### src/rtl/uart_tx_arbiter_pkg.sv
// uart_tx_arbiter_pkg: shared FSM state encoding and UartTx frame constant
//   FRAME_BITS : bits per UartTx frame (start + 8 data + parity + stop bits)
//   state_t    : arbiter sequencing states, 2-bit encoded
package uart_tx_arbiter_pkg;
    localparam int FRAME_BITS = 12;
    typedef enum logic [1:0] {
        IDLE       = 2'd0,
        LATCH      = 2'd1,
        WAIT_START = 2'd2,
        WAIT_DONE  = 2'd3
    } state_t;
endpackage

### src/rtl/uart_tx_arbiter_rr_pick.sv
// uart_tx_arbiter_rr_pick: combinational round-robin pick starting after ptr
//   req   in  NUM_REQ  request vector
//   ptr   in  IDX_W    most recent winner; search begins at ptr+1 and wraps
//   found out 1        at least one request is set
//   idx   out IDX_W    first set request in rotated order
module uart_tx_arbiter_rr_pick
    import uart_tx_arbiter_pkg::*;
#(
    parameter int NUM_REQ = 4,
    parameter int IDX_W   = 2
) (
    input  logic [NUM_REQ-1:0] req,
    input  logic [IDX_W-1:0]   ptr,
    output logic               found,
    output logic [IDX_W-1:0]   idx
);
    logic [IDX_W-1:0] j;
    // Walk from the farthest candidate to the nearest so the nearest hit wins.
    always_comb begin
        found = 1'b0;
        idx   = '0;
        j     = '0;
        for (int k = NUM_REQ; k >= 1; k--) begin
            j = IDX_W'((int'(ptr) + k) % NUM_REQ);
            if (req[j]) begin
                found = 1'b1;
                idx   = j;
            end
        end
    end
endmodule

### src/rtl/uart_tx_arbiter.sv
// uart_tx_arbiter: round-robin, message-atomic sharing of one UartTx
//   clk, nrst          clock, asynchronous active-low reset
//   req_valid/data/last per-requester byte, byte i at req_data[8i+7:8i]
//   req_ready           one-cycle pulse when byte i is taken by UartTx
//   tx_data, tx_latch   to UartTx data / latch_data
//   tx_busy             from UartTx busy
//   grant_idx           current or most recent winner
//   grant_active        transfer or message lock in progress
//   err_timeout         one-cycle pulse when busy never rose after a latch
module uart_tx_arbiter
    import uart_tx_arbiter_pkg::*;
#(
    parameter int NUM_REQ       = 4,
    parameter int IDX_W         = 2,
    parameter int START_TIMEOUT = 8
) (
    input  logic                 clk,
    input  logic                 nrst,
    input  logic [NUM_REQ-1:0]   req_valid,
    input  logic [8*NUM_REQ-1:0] req_data,
    input  logic [NUM_REQ-1:0]   req_last,
    output logic [NUM_REQ-1:0]   req_ready,
    output logic [7:0]           tx_data,
    output logic                 tx_latch,
    input  logic                 tx_busy,
    output logic [IDX_W-1:0]     grant_idx,
    output logic                 grant_active,
    output logic                 err_timeout
);
    localparam int CNT_W = $clog2(START_TIMEOUT + 1);
    state_t           state;
    logic [IDX_W-1:0] winner;
    logic [IDX_W-1:0] rr_ptr;
    logic             lock;
    logic             last_cap;
    logic [CNT_W-1:0] tmo_cnt;
    logic             pick_found;
    logic [IDX_W-1:0] pick_idx;
    logic             sel_ok;
    logic [IDX_W-1:0] sel_idx;
    uart_tx_arbiter_rr_pick #(.NUM_REQ(NUM_REQ), .IDX_W(IDX_W)) u_pick (
        .req   (req_valid),
        .ptr   (rr_ptr),
        .found (pick_found),
        .idx   (pick_idx)
    );
    // While locked only the message owner may be served, even if others wait.
    assign sel_ok    = lock ? req_valid[winner] : pick_found;
    assign sel_idx   = lock ? winner : pick_idx;
    assign grant_idx = winner;
    always_ff @(posedge clk or negedge nrst) begin
        if (!nrst) begin
            state        <= IDLE;
            winner       <= '0;
            rr_ptr       <= IDX_W'(NUM_REQ - 1);
            lock         <= 1'b0;
            last_cap     <= 1'b0;
            tmo_cnt      <= '0;
            tx_data      <= '0;
            tx_latch     <= 1'b0;
            req_ready    <= '0;
            grant_active <= 1'b0;
            err_timeout  <= 1'b0;
        end else begin
            tx_latch    <= 1'b0;
            req_ready   <= '0;
            err_timeout <= 1'b0;
            case (state)
                IDLE: if (!tx_busy && sel_ok) begin
                    winner       <= sel_idx;
                    tx_data      <= req_data[8*int'(sel_idx) +: 8];
                    grant_active <= 1'b1;
                    state        <= LATCH;
                end
                LATCH: begin
                    tx_latch <= 1'b1;
                    tmo_cnt  <= '0;
                    state    <= WAIT_START;
                end
                // A timeout leaves rr_ptr alone so the same byte is retried.
                WAIT_START: if (tx_busy) begin
                    req_ready[winner] <= 1'b1;
                    last_cap          <= req_last[winner];
                    state             <= WAIT_DONE;
                end else if (tmo_cnt == CNT_W'(START_TIMEOUT - 1)) begin
                    err_timeout  <= 1'b1;
                    tmo_cnt      <= CNT_W'(START_TIMEOUT);
                    grant_active <= lock;
                    state        <= IDLE;
                end else begin
                    tmo_cnt <= tmo_cnt + 1'b1;
                end
                WAIT_DONE: if (!tx_busy) begin
                    rr_ptr       <= winner;
                    lock         <= !last_cap;
                    grant_active <= !last_cap;
                    state        <= IDLE;
                end
            endcase
        end
    end
endmodule

### config.mk
export PLATFORM = sky130hd
export DESIGN_NAME = uart_tx_arbiter
export DESIGN_NICKNAME = d
export VERILOG_FILES = /design/src/rtl/uart_tx_arbiter_pkg.sv /design/src/rtl/uart_tx_arbiter_rr_pick.sv /design/src/rtl/uart_tx_arbiter.sv
export SDC_FILE = /design/constraint.sdc
export NUM_CORES = 1
export LEC_CHECK = 0
export BUFFER_PORTS_ARGS = -buffer_cell sky130_fd_sc_hd__buf_2
export CAP_MARGIN = 20
export CORE_MARGIN = 2
export CORE_UTILIZATION = 51
export CTS_BUF_LIST = sky130_fd_sc_hd__clkbuf_4 sky130_fd_sc_hd__clkbuf_8
export DETAILED_ROUTE_END_ITERATION = 12
export PLACE_DENSITY = 0.87
export SLEW_MARGIN = 20
export SYNTH_ARGS = -nofsm -noshare
export SYNTH_HDL_FRONTEND = slang
export SYNTH_SLANG_ARGS = --single-unit
### constraint.sdc
create_clock -name clk -period 2.66 [get_ports clk]
set_clock_uncertainty 0.05 [all_clocks]
set_input_delay 0.532 -clock clk [delete_from_list [all_inputs] [get_ports clk]]
set_output_delay 0.532 -clock clk [all_outputs]
set_load 0.01 [all_outputs]
* After elaboration in Yosys (flattened, before gate mapping)
Cells that the tools add are included.
** Word-level totals
- Register bits after elaboration :: 27
- Input bits :: 43
- Output and inout bits :: 17
- Word-level logic and storage cells :: 89
** Cells by class
- $add $sub $neg :: 5
- $lt $le $gt $ge :: 6
- Equal/unequal tests :: 9
- Shift-type cells :: 1
- Multiplexer cells :: 43
- Bitwise gates (word level) :: 1
- Reductions and logical operators :: 13
** Operators with widths (number)
- 32-bit by 6-bit indexed part select with 8-bit output :: 1
- 1-bit two-way mux :: 20
- 2-bit two-way mux :: 9
- 4-bit two-way mux :: 4
- 2-bit by 3-bit less-than comparator with 1-bit output (second input constant) :: 5
- 1-bit binary-select mux with 2-bit select :: 6
- 2-bit != test (second input constant) :: 4
- 2-bit one-hot mux with 4 select lines :: 1
- 4-bit one-hot mux with 2 select lines :: 1
- 2-bit AND reduction :: 4
- 5-bit AND reduction :: 1
- 2-bit by 1-bit adder with 2-bit output (second input constant) :: 2
- 2-bit adder (second input constant) :: 2
- 4-bit by 1-bit adder with 4-bit output (second input constant) :: 1
- 2-bit equality test (second input constant) :: 2
- 4-bit by 3-bit equality test with 1-bit output (second input constant) :: 1
- 3-bit != test (second input constant) :: 1
- 1-bit one-hot mux with 3 select lines :: 1
- 3-bit AND reduction :: 1
- 3-bit nonzero test :: 1
- 1-bit demux with 2-bit select :: 1
- 2-bit by 1-bit equality test with 1-bit output (second input constant) :: 1
- 2-bit by 1-bit >= comparator with 1-bit output (second input constant) :: 1
- 1-bit logical AND :: 2
- 4 further kinds :: 5

* Longest topological paths before layout
- Depth in word-level cells :: 11
- Gate-level depth with buffers :: 8
- Mapped depth without buffers :: 5

* Modules after synthesis
A second synthesis with hierarchy kept.
** Unflattened totals
- Cells, all modules :: 143
- Area total of the unflattened synthesis :: 1631.6 um2
** By module, submodules not included
- uart_tx_arbiter :: times used 1, cells an instance 129, area an instance 1540.2 um2, seq. area each 678.2 um2
- uart_tx_arbiter_rr_pick :: times used 1, cells an instance 14, area an instance 91.3 um2, seq. area each 0.0 um2

* Least setup slack after synthesis
No wires, ideal clock.
- Path type :: reg-to-reg
- Start point :: register winner[0] (netlist: grant_idx[0])
- End point :: register tx_data[0]
- Setup time :: 90 ps
- Arrival :: 2057 ps
- Data required time :: 2520 ps
- Slack :: 463 ps
- Stages on the path, launching flop included :: 8
- Buffers on the path :: 2
- Clock period less this slack :: 2197 ps
- Cell sequence :: dfrtp_1 > buf_6 > mux4_2 > mux2i_1 > or4_4 > or3_1 > buf_6 > o221ai_2
** On the way
- Longest elaborated chain between the ends :: 5
- Elaborated cells between the ends (all ways) :: 7
- Classes of those cells :: 1 x shift; 4 x mux; 2 x reduce/logical
** RTL lines
- start: declaration :: line uart_tx_arbiter.sv:32 : logic [IDX_W-1:0] winner;
- start signal: assignment :: line uart_tx_arbiter.sv:70 : winner <= sel_idx;
- parallel branches: the longest is 5 deep, another holds 32-bit by 6-bit indexed part select with 8-bit output
- end signal: assignment :: line uart_tx_arbiter.sv:71 : tx_data <= req_data[8*int'(sel_idx) +: 8];
- end: declaration :: line uart_tx_arbiter.sv:23 : output logic [7:0] tx_data,
Several ways; the timed one is not identified. The select of a mux whose other input is x is not followed.
A chain may end at the register's enable or synchronous reset.

* Worst setup path in the final report
- Start point :: register winner[0] (netlist: grant_idx[0])
- End point :: register tx_data[7]
Same word-level chain as after synthesis.

==> impl_metrics.tcl <==
set metrics [dict create \
    startpoint "grant_idx[0]$_DFFE_PN0P_" \
    crit_type "reg2reg" \
    cts.sinks 27 \
    endpoint_kind "flop" \
    drtIter0Drc 28 \
    grt_overflow 0 \
    post_drt_via_cell_ratio 5.75 \
    coreArea_um2 3000 \
    synth_top_area_share_pct 39.2 \
    final_layout_size_suffix_gt1_share_pct 41.6 \
    grt_pass1_vias 1311 \
    slew_headroom_pct 61.3 \
    setup_viol 0 \
    synth_area_leaders "dfrtp_1 39%, mux2i_1 12%, o221ai_2 7.5%" \
    dp_hpwl_mm 2.58 \
    ant_nets 0 \
    ir_worst_vdd_uv 623 \
    tritoncts "done" \
    power_density_nw_per_um2 986 \
    diodes 0 \
    hold_class "in2async" \
    synth_seq_cells 27 \
    clkLatencyLatePin_ps 330 \
    gp_congestion 0.775 \
    grt_pass1_wl_mm 5.58 \
    syn-instance-count 152 \
    p_leak_nw 0.979 \
    die_width_um 59.9 \
    synth_edf_count 0 \
    wl_per_cell_um 13.8 \
    cp_slowest_cell "or3_1" \
    slowest_delay_ps 590 \
    rr_worst_depth 5 \
    grtUsageMet2_pct 37.6 \
    area_growth_pct 21.6 \
    die-area_um2 3590 \
    crit_path_max_fanout 9 \
    start_kind "flop" \
    placementRows 20 \
    multiInputGateArea_um2 838 \
    cts.root.buffer_cell "clkbuf_4" \
    register_area_um2 678 \
    rrSetupSlack_ps 450 \
    yosysWarningCount 0 \
    cts_setup_buffers 0 \
    tightestPinTransition_ps 581 \
    synth_cell_type_count 40 \
    fin_crit_sh_pct 83.1 \
    status "finished, final reports clean" \
    min_period_ps 2210 \
    rsz0062_at_grt "no" \
    async_flop_share_pct 100 \
    fillers 260 \
    timing.rr.start "grant_idx[0]$_DFFE_PN0P_" \
    r2r-end "tx_data[7]$_DFFE_PN0P_" \
    met3_usage_pct 3.46 \
    vias 1391 \
    final_core_util_pct 64.6 \
    power.total_w 0.00191 \
    mostFrequentLayoutCells "59 x buf_2, 25 x dfrtp_1, 19 x mux2i_1" \
    io_pins 60 \
    slew_violations 0 \
    fmax_mhz 452 \
    num-nets-final 254 \
    antenna_found_initial 0 \
    fin_setup_tns_ps 0 \
    syn_area_um2 1600 \
    synth_top_area_cell "dfrtp_1" \
    start_util_pct 53.1 \
    routed_wl_mm 3.34 \
    drc_errors 0 \
    cts_buffer_depth 2 \
    drv_cap 0 \
    synth_nets 196 \
    cp.arrival_ps 2410 \
    firstDrtPassIters 4 \
    grtUsageMet1_pct 24.8 \
    cp.required_ps 2860 \
    clkTransAtPathRegs_ps 160 \
    grt_use_total_pct 20.6 \
    syn_avg_cell_area_um2 10.5 \
    cts_buffers 3 \
    htree_levels 1 \
    ys.flop_type "dfrtp_1" \
    cts_hold_buf 0 \
    hold_viol 0 \
    cts_resized 0 \
    yosysSeqAreaShare_pct 42.5 \
    layout_commonest_cell "buf_2" \
    die_h_um 59.9 \
    top_usage_layer "met2" \
    worstPathCellList "mux4_2 > mux2i_1 > or4_4 > or3_1 > o221ai_2" \
    io_buffers 59 \
    grt_max_degree 28 \
]
sequential cells by signal (all words and copies together), names as in the netlist:
register,count
state,2
tx_latch,1
err_timeout,1
req_ready,4
lock,1
grant_active,1
tx_data,8
grant_idx,2
last_cap,1
rr_ptr,2
tmo_cnt,4
worst max-delay path: cells and delay by family (launching register included):
family           cells  cell delay, ps
multiplexers         2             410
flip-flops           1             420
AND/OR/NAND/NOR      2            1020
AO/OA/AOI/OAI        1             250
per-layer routing:
metal | part of all wire (%) | vias up
li1 | - | 679
met1 | 44 | 656
met2 | 50 | 54
met3 | 6.0 | 2
met4 | 0.57 | 0
met5 | 0 | -
final cells by class:
cell class | count | area share (%)
Sequential cell | 27 | 35.0
Inverter | 3 | 0.581
Timing Repair Buffer | 65 | 17.5
Clock inverter | 1 | 0.387
Clock buffer | 3 | 1.16
Tap cell | 33 | 2.13
Multi-Input combinational cell | 110 | 43.2
synth_stat cells, types with 3 or more instances:
library cell	count
o21ai_0	7
mux2_2	3
mux2i_1	19
clkbuf_1	4
inv_1	3
nor3_1	3
a22oi_1	3
dfrtp_1	25
nand2_1	18
o221ai_2	8
buf_2	6
a21oi_1	5
nor2_1	8
nand3_1	3
nand2b_1	3
power by group:
group	total [W]	switching [W]	internal [W]
Sequential	0.000725	0.000149	0.000576
Combinational	0.00101	0.000517	0.000489
Clock	0.000183	0.000125	0.0000576
Total	0.00191	0.000791	0.00112
worst max path at each step:
| stage | endpoint | cells after the start |
|---|---|---|
| floorplan | tx_data[0]$_DFFE_PN0P_ | 7 |
| detailed placement | tx_data[6]$_DFFE_PN0P_ | 6 |
| CTS | tx_data[7]$_DFFE_PN0P_ | 5 |
| global placement | tx_data[7]$_DFFE_PN0P_ | 6 |
| global route | tx_data[3]$_DFFE_PN0P_ | 5 |
| finish | tx_data[7]$_DFFE_PN0P_ | 5 |
logic make-up after synthesis:
group           share of synthesized area [%]
flops                                    42.5
fa+ha+maj                               0.784
simple gates                             16.2
compound gates                           18.7
buf+inv                                  4.94
mux                                      16.9
through the flow:
stage | hold slack, ps | setup WS [ps] | std cells | instance area (um^2)
6_report | 118 | 449 | 242 | 1940
3_3_place_gp | 418 | 272 | 238 | 1910
2_1_floorplan | 186 | 463 | 152 | 1600
4_1_cts | 135 | 436 | 242 | 1940
5_1_grt | 141 | 368 | 242 | 1940
3_5_place_dp | 417 | 240 | 238 | 1910
No activity file was read; power rests on OpenSTA's default activity.
